## config.mk

```make
export PLATFORM = sky130hd
export DESIGN_NAME = dual_port_ram_rd_arbiter_flat
export DESIGN_NICKNAME = d
export VERILOG_FILES = /design/src/rtl/dual_port_ram_rd_arbiter_pkg.sv /design/src/rtl/dual_port_ram_rd_arbiter_if.sv /design/src/rtl/dual_port_ram_rd_arbiter_rr_arbiter.sv /design/src/rtl/dual_port_ram_rd_arbiter.sv /design/src/flat_wrapper.sv
export SDC_FILE = /design/constraint.sdc
export NUM_CORES = 1
export LEC_CHECK = 0
export BUFFER_PORTS_ARGS = -buffer_cell sky130_fd_sc_hd__buf_2
export CAP_MARGIN = 25
export CORE_MARGIN = 10
export CORE_UTILIZATION = 38
export DETAILED_ROUTE_END_ITERATION = 12
export PLACE_DENSITY = 0.84
export SYNTH_ARGS = -nofsm -noshare
export SYNTH_HDL_FRONTEND = slang
export SYNTH_HIERARCHICAL = 1
export SYNTH_SLANG_ARGS = --single-unit
```

## constraint.sdc

```tcl
create_clock -name clk_i -period 4.4 [get_ports clk_i]
set_clock_uncertainty 0.1 [all_clocks]
set_input_delay 1.1 -clock clk_i [delete_from_list [all_inputs] [get_ports clk_i]]
set_output_delay 1.1 -clock clk_i [all_outputs]
set_load 0.05 [all_outputs]
```

## src/rtl/dual_port_ram_rd_arbiter_pkg.sv

```systemverilog
// Shared definitions for the dual_port_ram read-port arbiter.
package dual_port_ram_arb_pkg;

  localparam int MIN_REQ_CNT = 2;
  localparam int MAX_REQ_CNT = 16;

  // Width of a requester index; never narrower than one bit.
  function automatic int idx_w(input int req_cnt);
    return (req_cnt > 1) ? $clog2(req_cnt) : 1;
  endfunction

endpackage

```

## src/rtl/dual_port_ram_rd_arbiter_if.sv

```systemverilog
// Requester-side bus: packed per-requester requests, one-hot grants and responses.
interface dual_port_ram_rd_arbiter_if #(
  parameter int REQ_CNT    = 4,
  parameter int ADDR_WIDTH = 5,
  parameter int DATA_WIDTH = 8
);
  logic [REQ_CNT-1:0]            req_valid;
  logic [REQ_CNT*ADDR_WIDTH-1:0] req_addr;
  logic [REQ_CNT-1:0]            req_ready;
  logic [REQ_CNT-1:0]            resp_valid;
  logic [DATA_WIDTH-1:0]         resp_data;

  modport master (
    output req_valid, req_addr,
    input  req_ready, resp_valid, resp_data
  );

  modport slave (
    input  req_valid, req_addr,
    output req_ready, resp_valid, resp_data
  );
endinterface

```

## src/rtl/dual_port_ram_rd_arbiter_rr_arbiter.sv

```systemverilog
// Round-robin grant logic; owns the priority pointer, which advances past each accepted winner.
module rr_arbiter
  import dual_port_ram_arb_pkg::*;
#(
  parameter int  REQ_CNT = 4,
  localparam int IDX_W   = idx_w(REQ_CNT)
) (
  input  logic               clk_i,
  input  logic               rst_i,
  input  logic [REQ_CNT-1:0] i_req,
  input  logic               i_accept,
  output logic [REQ_CNT-1:0] o_grant,
  output logic [IDX_W-1:0]   o_grant_idx
);
  logic [IDX_W-1:0] r_ptr;

  // Search from the pointer upward; wrap is explicit so non-power-of-2 counts stay in range.
  always_comb begin
    logic [IDX_W:0] w_k;
    logic           w_found;
    o_grant     = '0;
    o_grant_idx = '0;
    w_k         = '0;
    w_found     = 1'b0;
    for (int i = 0; i < REQ_CNT; i++) begin
      w_k = {1'b0, r_ptr} + (IDX_W+1)'(i);
      if (w_k >= (IDX_W+1)'(REQ_CNT)) w_k = w_k - (IDX_W+1)'(REQ_CNT);
      if (!w_found && i_req[w_k[IDX_W-1:0]]) begin
        w_found                   = 1'b1;
        o_grant[w_k[IDX_W-1:0]]   = 1'b1;
        o_grant_idx               = w_k[IDX_W-1:0];
      end
    end
  end

  always_ff @(posedge clk_i) begin
    if (rst_i) begin
      r_ptr <= '0;
    end else if (i_accept) begin
      r_ptr <= (o_grant_idx == IDX_W'(REQ_CNT-1)) ? '0 : o_grant_idx + IDX_W'(1);
    end
  end

endmodule

```

## src/rtl/dual_port_ram_rd_arbiter.sv

```systemverilog
// Shares one dual_port_ram read port among REQ_CNT requesters and routes each
// read's data back to its originator through a RAM_LATENCY-deep tag pipeline.
module dual_port_ram_rd_arbiter
  import dual_port_ram_arb_pkg::*;
#(
  parameter int REQ_CNT     = 4,
  parameter int ADDR_WIDTH  = 5,
  parameter int DATA_WIDTH  = 8,
  parameter int RAM_LATENCY = 1
) (
  input  logic                    clk_i,
  input  logic                    rst_i,
  dual_port_ram_rd_arbiter_if.slave bus,
  output logic [ADDR_WIDTH-1:0]   ram_rd_addr_o,
  output logic                    ram_rd_o,
  output logic                    ram_output_reg_en_o,
  input  logic [DATA_WIDTH-1:0]   ram_rd_data_i
);
  localparam int IDX_W = idx_w(REQ_CNT);

  typedef struct packed {
    logic             valid;
    logic [IDX_W-1:0] idx;
  } tag_t;

  generate
    if (RAM_LATENCY != 1 && RAM_LATENCY != 2) begin : g_bad_latency
      $error("dual_port_ram_rd_arbiter: RAM_LATENCY must be 1 or 2");
    end
    if (REQ_CNT < MIN_REQ_CNT || REQ_CNT > MAX_REQ_CNT) begin : g_bad_req_cnt
      $error("dual_port_ram_rd_arbiter: REQ_CNT must be 2..16");
    end
  endgenerate

  logic [REQ_CNT-1:0]         w_grant;
  logic [IDX_W-1:0]           w_gidx;
  logic                       w_accept;
  tag_t [RAM_LATENCY-1:0]     r_tag;
  tag_t                       w_last;

  rr_arbiter #(.REQ_CNT(REQ_CNT)) u_arb (
    .clk_i       (clk_i),
    .rst_i       (rst_i),
    .i_req       (bus.req_valid),
    .i_accept    (w_accept),
    .o_grant     (w_grant),
    .o_grant_idx (w_gidx)
  );

  assign bus.req_ready = rst_i ? '0 : w_grant;
  assign w_accept      = |(bus.req_valid & bus.req_ready);

  assign ram_rd_o      = w_accept;
  assign ram_rd_addr_o = w_accept ? bus.req_addr[w_gidx*ADDR_WIDTH +: ADDR_WIDTH] : '0;

  always_ff @(posedge clk_i) begin
    if (rst_i) begin
      r_tag <= '0;
    end else begin
      r_tag[0] <= '{valid: w_accept, idx: w_gidx};
      for (int i = 1; i < RAM_LATENCY; i++) r_tag[i] <= r_tag[i-1];
    end
  end

  assign w_last = r_tag[RAM_LATENCY-1];

  always_comb begin
    bus.resp_valid = '0;
    if (w_last.valid && !rst_i) bus.resp_valid[w_last.idx] = 1'b1;
  end

  assign bus.resp_data = ram_rd_data_i;

  // With a registered RAM the output stage only loads when a real read is one cycle in.
  assign ram_output_reg_en_o = (RAM_LATENCY == 2) ? r_tag[0].valid : 1'b1;

endmodule
```

## src/flat_wrapper.sv

```systemverilog
// flat-port wrapper written by rule: the top's interface ports become plain ports
module dual_port_ram_rd_arbiter_flat import dual_port_ram_arb_pkg::*;
#(
  parameter int REQ_CNT     = 4,
  parameter int ADDR_WIDTH  = 5,
  parameter int DATA_WIDTH  = 8,
  parameter int RAM_LATENCY = 1
)
  (clk_i, rst_i, ram_rd_addr_o, ram_rd_o, ram_output_reg_en_o, ram_rd_data_i, bus_req_valid, bus_req_addr, bus_req_ready, bus_resp_valid, bus_resp_data);
  dual_port_ram_rd_arbiter_if #(.REQ_CNT(REQ_CNT), .ADDR_WIDTH(ADDR_WIDTH), .DATA_WIDTH(DATA_WIDTH)) bus_i ();
  input  logic clk_i;
  input  logic rst_i;
  output logic [ADDR_WIDTH-1:0] ram_rd_addr_o;
  output logic ram_rd_o;
  output logic ram_output_reg_en_o;
  input  logic [DATA_WIDTH-1:0] ram_rd_data_i;
  input wire logic [$bits(bus_i.req_valid)-1:0] bus_req_valid;
  input wire logic [$bits(bus_i.req_addr)-1:0] bus_req_addr;
  output wire logic [$bits(bus_i.req_ready)-1:0] bus_req_ready;
  output wire logic [$bits(bus_i.resp_valid)-1:0] bus_resp_valid;
  output wire logic [$bits(bus_i.resp_data)-1:0] bus_resp_data;
  assign bus_i.req_valid = bus_req_valid;
  assign bus_i.req_addr = bus_req_addr;
  assign bus_req_ready = bus_i.req_ready;
  assign bus_resp_valid = bus_i.resp_valid;
  assign bus_resp_data = bus_i.resp_data;
  dual_port_ram_rd_arbiter #(.REQ_CNT(REQ_CNT), .ADDR_WIDTH(ADDR_WIDTH), .DATA_WIDTH(DATA_WIDTH), .RAM_LATENCY(RAM_LATENCY)) u_core (.clk_i(clk_i), .rst_i(rst_i), .bus(bus_i), .ram_rd_addr_o(ram_rd_addr_o), .ram_rd_o(ram_rd_o), .ram_output_reg_en_o(ram_output_reg_en_o), .ram_rd_data_i(ram_rd_data_i));
endmodule
```

After elaboration in Yosys (flattened, before gate mapping) --
Cells that the tools add are included.
Storage, ports and cells: bits in read-only memories 0, latch bits 0, RAM bits 0, memories 0, register bits 5, logic and storage cells 83, output and inout port bits 23, input bits 34
Operators by class: bitwise logic cells 4, equal/unequal tests 1, add/sub/neg operators 8, $mul 1, shifts and indexed selects 1, reductions and logical operators 14, divide/modulo/power cells 0, order comparisons 14, muxes and demuxes 37
Operators with widths (count):
- $mux 4 | 6
- $shiftx 20x6->5 | 1
- $mux 2 | 9
- $lt 2x3->1 const B | 5
- $mux 1 | 12
- $or 4x4->4 | 3
- $demux 1 s2 | 5
- $ge 2x1->1 const B | 5
- $ge 3x3->1 const B | 3
- $logic_and 1x1->1 | 9
- $bmux 1 s2 | 4
- $sub 2x1->2 const B | 4
- $add 2x2->3 const B | 2
- $mul 2x3->5 const B | 1
- $mux 5 | 1
- $and 4x4->4 | 1
- $logic_not 1->1 | 4
- $reduce_or 4->1 | 1
- $add 2x1->3 const B | 1
- $ge 2x3->1 const B | 1
- $add 2x1->2 const B | 1
- $eq 2x2->1 const B | 1

Longest topological paths before layout --
Gate-level depths: netlist of run 1.
word-level depth 18, depth in mapped cells 14, gate-level depth less buffers 12

Modules after synthesis --
The synthesis of run 1 kept the hierarchy.
Modules (own cells, without submodules):
- rr_arbiter | times used 1, cells an instance 56, seq. area each 40.0 µm², area an instance 481.7 µm²
- dual_port_ram_rd_arbiter | times used 1, cells an instance 39, seq. area each 60.1 µm², area an instance 416.6 µm²

Worst setup path after synthesis of run 1 --
OpenSTA, ideal clock, no wires.
path type input-to-output, from in bus_req_valid[2], to out ram_rd_o, arrival 3.199 ns, stages on the path 7, buffers on the path 0, slack 0.001 ns, data required time 3.200 ns, cell sequence mux4_2 > or2_4 > a2111oi_4 > a22oi_1 > o21ai_0 > a22o_1 > o21a_1
Between the ends: cells in the longest elaborated chain, start to end 15, elaborated cells on any way between the ends 27, those cells by class mux (16); bitwise (4); reduce/logical (7)
RTL lines:
- from (decl) | line flat_wrapper.sv:17 | input wire logic [$bits(bus_i.req_valid)-1:0] bus_req_valid;
- $bmux 1 s2 | line dual_port_ram_rd_arbiter_rr_arbiter.sv:28 | if (!w_found && i_req[w_k[IDX_W-1:0]]) begin
- $mux 1 (not written as such) | line dual_port_ram_rd_arbiter_rr_arbiter.sv:28
- $mux 1 | line dual_port_ram_rd_arbiter_rr_arbiter.sv:28
- $logic_not 1->1 | line dual_port_ram_rd_arbiter_rr_arbiter.sv:28
- $logic_and 1x1->1 | line dual_port_ram_rd_arbiter_rr_arbiter.sv:28
- $mux 1 | line dual_port_ram_rd_arbiter_rr_arbiter.sv:28
- $logic_not 1->1 | line dual_port_ram_rd_arbiter_rr_arbiter.sv:28
- $logic_and 1x1->1 | line dual_port_ram_rd_arbiter_rr_arbiter.sv:28
- $mux 1 | line dual_port_ram_rd_arbiter_rr_arbiter.sv:28
- $logic_not 1->1 | line dual_port_ram_rd_arbiter_rr_arbiter.sv:28
- $logic_and 1x1->1 | line dual_port_ram_rd_arbiter_rr_arbiter.sv:28
- $mux 4 * | line dual_port_ram_rd_arbiter_rr_arbiter.sv:28
- named net u_core.w_grant[2] | line dual_port_ram_rd_arbiter.sv:35 | logic [REQ_CNT-1:0] w_grant;
- $mux 4 * | line dual_port_ram_rd_arbiter.sv:50 | assign bus.req_ready = rst_i ? '0 : w_grant;
- $and 4x4->4 * | line dual_port_ram_rd_arbiter.sv:51 | assign w_accept = |(bus.req_valid & bus.req_ready);
- $reduce_or 4->1 * | line dual_port_ram_rd_arbiter.sv:51
- to (decl) | line flat_wrapper.sv:14 | output logic ram_rd_o;
Mark *: on every way through the listed nets, which the timed path passes. The rest lies on a longest branch. The select of a mux whose other input is x is not followed.

Final worst setup path of run 1 --
from in bus_req_valid[1], to out ram_rd_addr_o[2]
Between the ends: cells in the longest elaborated chain, start to end 16, elaborated cells on any way between the ends 34, those cells by class mul (1); shift (1); mux (21); bitwise (4); reduce/logical (7)
RTL lines:
- $bmux 1 s2 | line dual_port_ram_rd_arbiter_rr_arbiter.sv:28
- $mux 1 (not written as such) | line dual_port_ram_rd_arbiter_rr_arbiter.sv:28
- $mux 1 | line dual_port_ram_rd_arbiter_rr_arbiter.sv:28
- $logic_not 1->1 | line dual_port_ram_rd_arbiter_rr_arbiter.sv:28
- $logic_and 1x1->1 | line dual_port_ram_rd_arbiter_rr_arbiter.sv:28
- $mux 1 | line dual_port_ram_rd_arbiter_rr_arbiter.sv:28
- $logic_not 1->1 | line dual_port_ram_rd_arbiter_rr_arbiter.sv:28
- $logic_and 1x1->1 | line dual_port_ram_rd_arbiter_rr_arbiter.sv:28
- $mux 1 | line dual_port_ram_rd_arbiter_rr_arbiter.sv:28
- $logic_not 1->1 | line dual_port_ram_rd_arbiter_rr_arbiter.sv:28
- $logic_and 1x1->1 | line dual_port_ram_rd_arbiter_rr_arbiter.sv:28
- $mux 4 * | line dual_port_ram_rd_arbiter_rr_arbiter.sv:28
- named net u_core.w_grant[3] | line dual_port_ram_rd_arbiter.sv:35
- $mux 4 * | line dual_port_ram_rd_arbiter.sv:50
- $and 4x4->4 * | line dual_port_ram_rd_arbiter.sv:51
- $reduce_or 4->1 * | line dual_port_ram_rd_arbiter.sv:51
- $mux 5 * | line dual_port_ram_rd_arbiter.sv:54 | assign ram_rd_addr_o = w_accept ? bus.req_addr[w_gidx*ADDR_WIDTH +: ADDR_WIDTH] : '0;
- to (decl) | line flat_wrapper.sv:13 | output logic [ADDR_WIDTH-1:0] ram_rd_addr_o;
Marks and branches as above.

==> results.py, run 1 <==
metrics = {
    "place": {
        "dp_hpwl_mm": 2.36,
        "port_buffers": 39,
        "gp_congestion": 0.859,
    },
    "global_route": {
        "grt_max_degree": 14,
        "grt_pass1_vias": 1084,
        "antenna_found_initial": 0,
        "grt_pass1_wl_mm": 4.94,
        "grt_usage": 0.129,
        "grt.overflow.total": 0,
    },
    "drt": {
        "via_per_inst": 5.70,
        "drt_wl_total_mm": 3.17,
        "drtAntennaViolNets": 0,
        "drc": 0,
        "first_pass_iters": 4,
        "wire_per_inst_um": 17.9,
        "drtIter0Drc": 24,
        "vias": 1009,
    },
    "sta": {
        "hold_slack_ps": 495,
        "drv_slew": 0,
        "fmax_mhz": 224,
        "rsz0062_at_grt": "true",
        "fin_ws_ps": -66.9,
        "setup_tns_ps": -232,
        "min_period_ps": 4470,
        "hold_violations": 0,
        "post-route-period-util": 1.02,
        "setup_violations": 6,
    },
    "logic_synthesis": {
        "synth-edff-count": 0,
        "ys_ff_latch": 5,
        "syn-instance-count": 95,
        "synthAdderAreaFrac": 0.0696,
        "ys.flop_type": "dfxtp_1",
        "synth_mux_area_frac": 0.216,
        "syn-num-nets": 134,
        "avgSynthCellArea_um2": 9.46,
        "yosysUniqueCellTypes": 36,
        "syn_area_um2": 898,
        "synth_top_family_by_area": "compound AO/OA/AOI/OAI gates",
        "yosys_warnings": 6,
        "async_reset_ff_frac": 0,
        "synth_xor_area_frac": 0,
        "ys_seq_area_frac": 0.111,
        "synth_compound_area_frac": 0.302,
        "yosys.area_share.simple": 0.166,
    },
    "hold_path": {
        "worstHoldPathType": "reg -> reg",
        "worstHoldStart": "u_core/u_arb/r_ptr[1]$_SDFFE_PP0P_",
    },
    "setup_path": {
        "critPathRequiredTime_ps": 3200,
        "cp.arrival_ps": 3270,
        "criticalPathCategory": "in -> out",
        "endpoint_kind": "output port",
        "start_kind": "primary input",
        "cp_max_fo": 7,
        "cp-startpoint": "bus_req_valid[1]",
    },
    "cells_and_area": {
        "synthToLayoutAreaGrowth_pct": 49.0,
        "drive_gt1_frac": 0.557,
        "num-fill-cells": 188,
        "layout_common_cells": "buf_2, buf_4, buf_6, mux4_2, a22oi_1",
        "num_antenna_cells": 0,
        "nets": 189,
    },
    "die": {
        "dieWidth_um": 68.6,
        "dieArea_um2": 4710,
        "fp.dieH_um": 68.6,
        "ios": 57,
        "row_count": 17,
        "coreArea_um2": 2230,
        "initial_core_util": 0.402,
    },
    "clock_network": {
        "root_buffer": "clkbuf_4",
        "cts_inserted_buffers": 3,
        "htree_levels": 1,
        "cts_tree": "built",
        "clk_latency_ps": 240,
        "ctsLongestPathBuffers": 2,
        "cts_sinks": 5,
        "clkSlewWorstSetupHoldPaths_ps": 40,
    },
    "power_and_ir_drop": {
        "power.density_nw_per_um2": 903,
        "vdd_drop_max_uv": 565,
        "power_leakage_nw": 0.648,
    },
    "outcome": {
        "violations": "setup timing",
        "status": "complete, but fails checks",
    },
    "run": {
        "max_cap_violations": 0,
    },
}
==> per-stage QoR <==
| step | instances | area, um^2 | total power, mW | setup slack, ps | utilization |
|---|---|---|---|---|---|
| 6_report | 177 | 1340 | 1.21 | -66.9 | 0.599 |
| 5_1_grt | 177 | 1340 | 1.29 | -132 | 0.599 |
| 4_1_cts | 174 | 1260 | 1.12 | -11.4 | 0.564 |
| 2_1_floorplan | 95 | 898 | 0.746 | 0.619 | - |
| 3_5_place_dp | 168 | 1170 | 0.981 | -270 | 0.525 |
| 3_3_place_gp | 168 | 1170 | 0.950 | -167 | 0.525 |
==> routing by layer <==
layer	vias up	routed length [um]	GRT usage
li1	473	-	-
met1	496	1170	0.151
met2	34	1780	0.230
met3	6	195	0.0161
met4	0	34	0.0503
met5	-	0	0
==> final cells by class <==
cell class,instances,area (um^2),area share
multi-input combinational,72,699,0.522
sequential,5,100,0.0748
inverter,5,18.8,0.0140
timing repair buffer,63,459,0.343
tap,28,35.0,0.0262
clock buffer,4,26.3,0.0196
==> where the power goes <==
group          switching (mW)  leakage [nW]  internal (mW)
clock network          0.0177        0.0150         0.0342
registers              0.0130        0.0411         0.0652
logic                   0.575         0.592          0.504
==> worst max-delay path, stage by stage <==
cell and delay [ps]:
buf_6 90, mux4_2 490, or2_4 280, a2111oi_4 380
a22oi_1 110, o21ai_1 180, a22o_2 260, o211a_1 200
buf_6 170
==> kinds of logic after synthesis <==
| family | count (synthesis) |
|---|---|
| AO/OA/AOI/OAI | 34 |
| multiplexers | 9 |
| flip-flops | 5 |
| buffers and inverters | 18 |
| adder cells (fa/ha/maj) | 5 |
| AND/OR/NAND/NOR | 23 |
| other | 1 |
==> Yosys cell counts, drive strengths merged, types with 2 or more instances <==
| library cell | n | share of area |
|---|---|---|
| nand2 | 2 | 0.0084 |
| nor2b | 8 | 0.056 |
| nand2b | 2 | 0.014 |
| ha | 5 | 0.070 |
| mux4 | 8 | 0.20 |
| a22oi | 8 | 0.067 |
| o211a | 5 | 0.056 |
| o21a | 3 | 0.025 |
| dfxtp | 5 | 0.11 |
| buf | 12 | 0.11 |
| o21ai | 8 | 0.045 |
| inv | 5 | 0.021 |
| nor4bb | 2 | 0.022 |
| a22o | 2 | 0.020 |
| nor2 | 3 | 0.013 |
==> path summary, 6_finish.rpt <==
check	to	slack, ps	depth (start not counted)
setup / recovery	ram_rd_addr_o[2]	-70	9
hold / removal	u_core/u_arb/r_ptr[1]$_SDFFE_PP0P_	500	2
setup reg to reg	u_core/u_arb/r_ptr[1]$_SDFFE_PP0P_	940	14
hold reg to reg	u_core/u_arb/r_ptr[1]$_SDFFE_PP0P_	500	2
==> repair_timing <==
item / CTS / global route
endpoints found under the setup margin: 9 / 10
buffers inserted: 2 / 3
endpoints found under the hold margin: 0 / 0
hold buffers: 0 / 0
pin swaps: 3 / 11
resized for setup: 20 / 21
Note: power is estimated with default switching activity, not from simulation.
==> run 2: changes to the inputs <==
--- a/config.mk
+++ b/config.mk
@@ -6,7 +6,8 @@
 export NUM_CORES = 1
 export LEC_CHECK = 0
 export BUFFER_PORTS_ARGS = -buffer_cell sky130_fd_sc_hd__buf_2
-export CAP_MARGIN = 25
+export CAP_MARGIN = 20
+export CORE_ASPECT_RATIO = 1.2
 export CORE_MARGIN = 10
 export CORE_UTILIZATION = 38
 export DETAILED_ROUTE_END_ITERATION = 12
==> results.py, run 2 (synthesized netlist as in run 1, its figures left out) <==
metrics = {
    "setup_path": {
        "cp.arrival_ps": 3260,
        "cp-startpoint": "bus_req_valid[2]",
        "start_kind": "primary input",
        "r2r_end": "u_core/u_arb/r_ptr[1]$_SDFFE_PP0P_",
        "endpoint_kind": "output port",
        "endpoint": "ram_rd_addr_o[1]",
        "cp_cell_sequence": "buf_6 > mux4_2 > or2_4 > a2111oi_4 > a22oi_1 > o21ai_0 > a22o_2 > o211a_1 > buf_6",
        "slowest_stage": "mux4_2",
        "slowest_delay_ps": 500,
        "path_depth": 9,
        "ff2ff_setup_slack_ps": 1130,
        "cp_max_fo": 7,
        "criticalPathCategory": "in -> out",
        "cp_common_cell": "buf_6",
        "critPathRequiredTime_ps": 3200,
        "reg2regPathDepth": 13,
        "worst-path-buf-inv": 2,
        "cp_top_family": "compound AO/OA/AOI/OAI gates",
    },
    "sta": {
        "hold_violations": 0,
        "setup_violations": 6,
        "fmax_mhz": 224,
        "rsz0062_at_grt": "true",
        "fin_ws_ps": -58.3,
        "hold_slack_ps": 539,
        "min_period_ps": 4460,
        "drv_slew": 0,
        "post-route-period-util": 1.01,
    },
    "cells_and_area": {
        "register_area_um2": 100,
        "num-fill-cells": 190,
        "nets": 186,
        "layout_common_cells": "buf_2, buf_4, buf_6",
        "synthToLayoutAreaGrowth_pct": 45.3,
        "postLayoutCoreUtil": 0.572,
        "drive_gt1_frac": 0.534,
        "layout_commonest_cell": "buf_2",
        "multiInputGateArea_um2": 686,
        "num_antenna_cells": 0,
        "finalNonFillerCells": 177,
    },
    "clock_network": {
        "ctsLongestPathBuffers": 2,
        "htree_levels": 1,
        "root_buffer": "clkbuf_4",
        "clkSlewWorstSetupHoldPaths_ps": 40,
        "cts_sinks": 5,
        "cts_inserted_buffers": 3,
        "clk_latency_ps": 230,
        "cts_tree": "built",
    },
    "global_route": {
        "grt.overflow.total": 0,
        "grt_max_degree": 14,
        "grt_usage": 0.127,
        "grt_pass1_vias": 1070,
        "grt_pass1_wl_mm": 5.00,
        "antenna_found_initial": 0,
    },
    "place": {
        "dp_hpwl_mm": 2.50,
        "dp_cells": 172,
        "dpl_worst_slack_ps": -222,
        "gp_congestion": 0.945,
        "port_buffers": 39,
    },
    "die": {
        "ios": 57,
        "fp.dieH_um": 73.3,
        "dieWidth_um": 64.4,
        "coreArea_um2": 2280,
        "row_count": 19,
        "initial_core_util": 0.394,
        "dieArea_um2": 4720,
    },
    "power_and_ir_drop": {
        "power.density_nw_per_um2": 880,
        "power_leakage_nw": 0.625,
        "power_mw": 1.15,
        "vdd_drop_max_uv": 498,
    },
    "drt": {
        "via_per_inst": 5.85,
        "drt_wl_total_mm": 3.27,
        "wire_per_inst_um": 18.4,
        "vias": 1036,
        "drtAntennaViolNets": 0,
        "drtIter0Drc": 71,
        "first_pass_iters": 4,
        "drc": 0,
    },
    "run": {
        "max_cap_violations": 0,
    },
    "outcome": {
        "violations": "setup timing",
        "status": "complete, but fails checks",
    },
    "hold_path": {
        "min_delay_path_depth": 2,
        "worstHoldPathType": "reg -> reg",
    },
}
## run 2: changes by cell type in the layout (fill, tap and decap cells not counted), moves of 2 or more
cell,before,now
buf_2,25,27
buf_4,25,17
clkbuf_4,3,5
o21ai_0,2,4
## run 2: final cells by class
cell class	instances	share of cell area
tap	31	0.0297
inverter	5	0.0144
timing repair buffer	60	0.334
clock buffer	4	0.0201
sequential	5	0.0767
multi-input combinational	72	0.525
## run 2: metal layers
metal / GRT usage / part of all wire / vias up / wire length, um
li1: - / - / 464 / -
met1: 0.119 / 0.37 / 500 / 1220
met2: 0.247 / 0.51 / 62 / 1660
met3: 0.0471 / 0.092 / 10 / 301
met4: 0.0429 / 0.027 / 0 / 89
met5: 0 / 0 / - / 0
## run 2: worst min-delay path, stage by stage (launching register included)
cell and delay [ps]:
dfxtp_1 310, inv_1 100, o311ai_0 150
## run 2: repair_timing
| action | 4_1_cts | 5_1_grt |
|---|---|---|
| setup endpoints to repair | 7 | 8 |
| resized for setup | 21 | 13 |
| hold buffers | 0 | 0 |
| setup buffers | 1 | 0 |
| hold endpoints to repair | 0 | 0 |
| pin swaps | 3 | 2 |
## run 2: where the power goes
part | leakage [nW] | internal [mW] | total, mW | switching, mW
Sequential | 0.0411 | 0.0651 | 0.0799 | 0.0148
Combinational | 0.569 | 0.461 | 1.02 | 0.555
Clock | 0.0150 | 0.0343 | 0.0526 | 0.0183
## run 2: stage by stage
step	instance area, um^2	TNS (ps)
finish	1310	-197
global route	1310	-745
CTS	1260	0
detailed placement	1180	-1240
global placement	1180	-794
floorplan	898	0
## run 2: worst min path at each step
stage                                    endpoint                                from
6_report       u_core/u_arb/r_ptr[1]$_SDFFE_PP0P_  u_core/u_arb/r_ptr[1]$_SDFFE_PP0P_
5_1_grt        u_core/u_arb/r_ptr[1]$_SDFFE_PP0P_  u_core/u_arb/r_ptr[1]$_SDFFE_PP0P_
4_1_cts        u_core/u_arb/r_ptr[1]$_SDFFE_PP0P_  u_core/u_arb/r_ptr[1]$_SDFFE_PP0P_
3_5_place_dp   u_core/u_arb/r_ptr[1]$_SDFFE_PP0P_  u_core/u_arb/r_ptr[1]$_SDFFE_PP0P_
3_3_place_gp   u_core/u_arb/r_ptr[1]$_SDFFE_PP0P_  u_core/u_arb/r_ptr[1]$_SDFFE_PP0P_
2_1_floorplan  u_core/u_arb/r_ptr[1]$_SDFFE_PP0P_  u_core/u_arb/r_ptr[1]$_SDFFE_PP0P_
==> run 3: changes to the inputs <==
--- a/config.mk
+++ b/config.mk
@@ -11,8 +11,9 @@
 export CORE_MARGIN = 10
 export CORE_UTILIZATION = 38
 export DETAILED_ROUTE_END_ITERATION = 12
-export PLACE_DENSITY = 0.84
+export PLACE_DENSITY = 0.71
 export SYNTH_ARGS = -nofsm -noshare
 export SYNTH_HDL_FRONTEND = slang
 export SYNTH_HIERARCHICAL = 1
 export SYNTH_SLANG_ARGS = --single-unit
+export TNS_END_PERCENT = 20
==> results.py, run 3 (synthesized netlist as in run 1, its figures left out) <==
metrics = {
    "outcome": {
        "status": "complete, but fails checks",
        "violations": "setup timing",
    },
    "global_route": {
        "grt_pass1_wl_mm": 5.03,
        "antenna_found_initial": 0,
        "grt_max_degree": 14,
        "grt.overflow.total": 0,
        "grt_usage": 0.126,
        "grt_pass1_vias": 1081,
    },
    "run": {
        "max_cap_violations": 0,
    },
    "power_and_ir_drop": {
        "power_switching_share": 0.502,
        "power_switching_mw": 0.569,
        "power_frac_comb": 0.885,
        "clkPwrFrac": 0.047,
        "p_int_mw": 0.565,
        "power_leakage_nw": 0.660,
        "power_mw": 1.13,
        "pwr-share-seq": 0.069,
        "vdd_drop_max_uv": 483,
        "power.density_nw_per_um2": 834,
    },
    "clock_network": {
        "clk_latency_ps": 240,
        "hold_buffers": 0,
        "cts_tree": "built",
        "htree_levels": 1,
        "cts_inserted_buffers": 3,
        "clkSlewWorstSetupHoldPaths_ps": 50,
        "cts_sinks": 5,
        "root_buffer": "clkbuf_4",
        "ctsLongestPathBuffers": 2,
    },
    "setup_path": {
        "start_kind": "primary input",
        "ff2ff_setup_slack_ps": 1040,
        "cp_max_fo": 7,
        "critPathRequiredTime_ps": 3200,
        "criticalPathCategory": "in -> out",
        "endpoint_kind": "output port",
        "cp.arrival_ps": 3260,
    },
    "place": {
        "gp_congestion": 0.908,
        "dp_hpwl_mm": 2.33,
        "postPlaceCellArea_um2": 1170,
        "port_buffers": 39,
    },
    "sta": {
        "fin_ws_ps": -64.5,
        "rsz0062_at_grt": "true",
        "hold_violations": 0,
        "post-route-period-util": 1.01,
        "drv_slew": 0,
        "setup_violations": 6,
        "fmax_mhz": 224,
        "min_period_ps": 4460,
    },
    "drt": {
        "drc": 0,
        "vias": 1023,
        "first_pass_iters": 4,
        "drtAntennaViolNets": 0,
        "drtIter0Drc": 64,
        "wire_per_inst_um": 16.4,
        "via_per_inst": 5.59,
        "drt_wl_total_mm": 3.01,
    },
    "die": {
        "row_count": 19,
        "fp.dieH_um": 73.3,
        "coreArea_um2": 2280,
        "ios": 57,
        "initial_core_util": 0.394,
        "dieArea_um2": 4720,
        "dieWidth_um": 64.4,
    },
    "cells_and_area": {
        "synthToLayoutAreaGrowth_pct": 51.4,
        "stdcell_area_um2": 1360,
        "num_antenna_cells": 0,
        "nets": 192,
        "drive_gt1_frac": 0.553,
        "layout_common_cells": "buf_2, buf_4, buf_6",
        "layout_commonest_cell": "buf_2",
    },
    "hold_path": {
        "worstHoldPathType": "reg -> reg",
    },
}
==> run 3: area by class of cell <==
type                    count  area [um^2]
fillers                   202          922
multi-input cells          72          687
repair buffers             66          489
flip-flops and latches      5          100
well taps                  31         38.8
clock buffers               4         26.3
inverters                   5         18.8
==> run 3: what timing repair did <==
| item | CTS | global route |
|---|---|---|
| setup buffers | 8 | 1 |
| endpoints found under the hold margin | 0 | 0 |
| pin swaps | 6 | 7 |
| resized for setup | 29 | 6 |
| setup endpoints to repair | 6 | 7 |
==> run 3: worst paths after layout <==
path / to / cells after the start / startpoint
worst max-delay path: ram_rd_o / 9 / bus_req_valid[2]
worst min-delay path: u_core/u_arb/r_ptr[1]$_SDFFE_PP0P_ / 2 / u_core/u_arb/r_ptr[1]$_SDFFE_PP0P_
worst max register to register: u_core/u_arb/r_ptr[1]$_SDFFE_PP0P_ / 14 / register
worst min register to register: u_core/u_arb/r_ptr[1]$_SDFFE_PP0P_ / 2 / u_core/u_arb/r_ptr[1]$_SDFFE_PP0P_
==> run 3: per-layer routing <==
layer	GRT usage	vias to the layer above	wire, um
li1	-	477	-
met1	0.122	482	1060
met2	0.238	60	1590
met3	0.0426	4	348
met4	0.0476	0	11
met5	0	-	0
==> run 3: power groups by stage <==
stage	registers, mW	clock network [mW]	logic, mW
3_3_place_gp	0.0769	0	0.862
5_1_grt	0.0807	0.0572	1.08
6_report	0.0779	0.0528	1.00
4_1_cts	0.0783	0.0555	0.967
2_1_floorplan	0.0834	0	0.662
3_5_place_dp	0.0787	0	0.872
==> run 3: worst max-delay path: stages <==
cell and delay [ps]:
buf_6 100, mux4_2 490, or2_4 280, a2111oi_4 400
a22oi_1 130, o21ai_1 140, a22o_2 250, o21a_1 200
buf_6 170
==> run 3: per-stage QoR <==
step / worst slack, ps / hold slack (ps) / cells / utilization / TNS [ps]
3_3_place_gp: -163 / 503 / 170 / 0.512 / -933
5_1_grt: -143 / 592 / 183 / 0.596 / -690
2_1_floorplan: 0.619 / 533 / 95 / - / 0
3_5_place_dp: -228 / 500 / 170 / 0.512 / -1230
4_1_cts: 11.6 / 516 / 182 / 0.588 / 0
6_report: -64.5 / 509 / 183 / 0.596 / -223
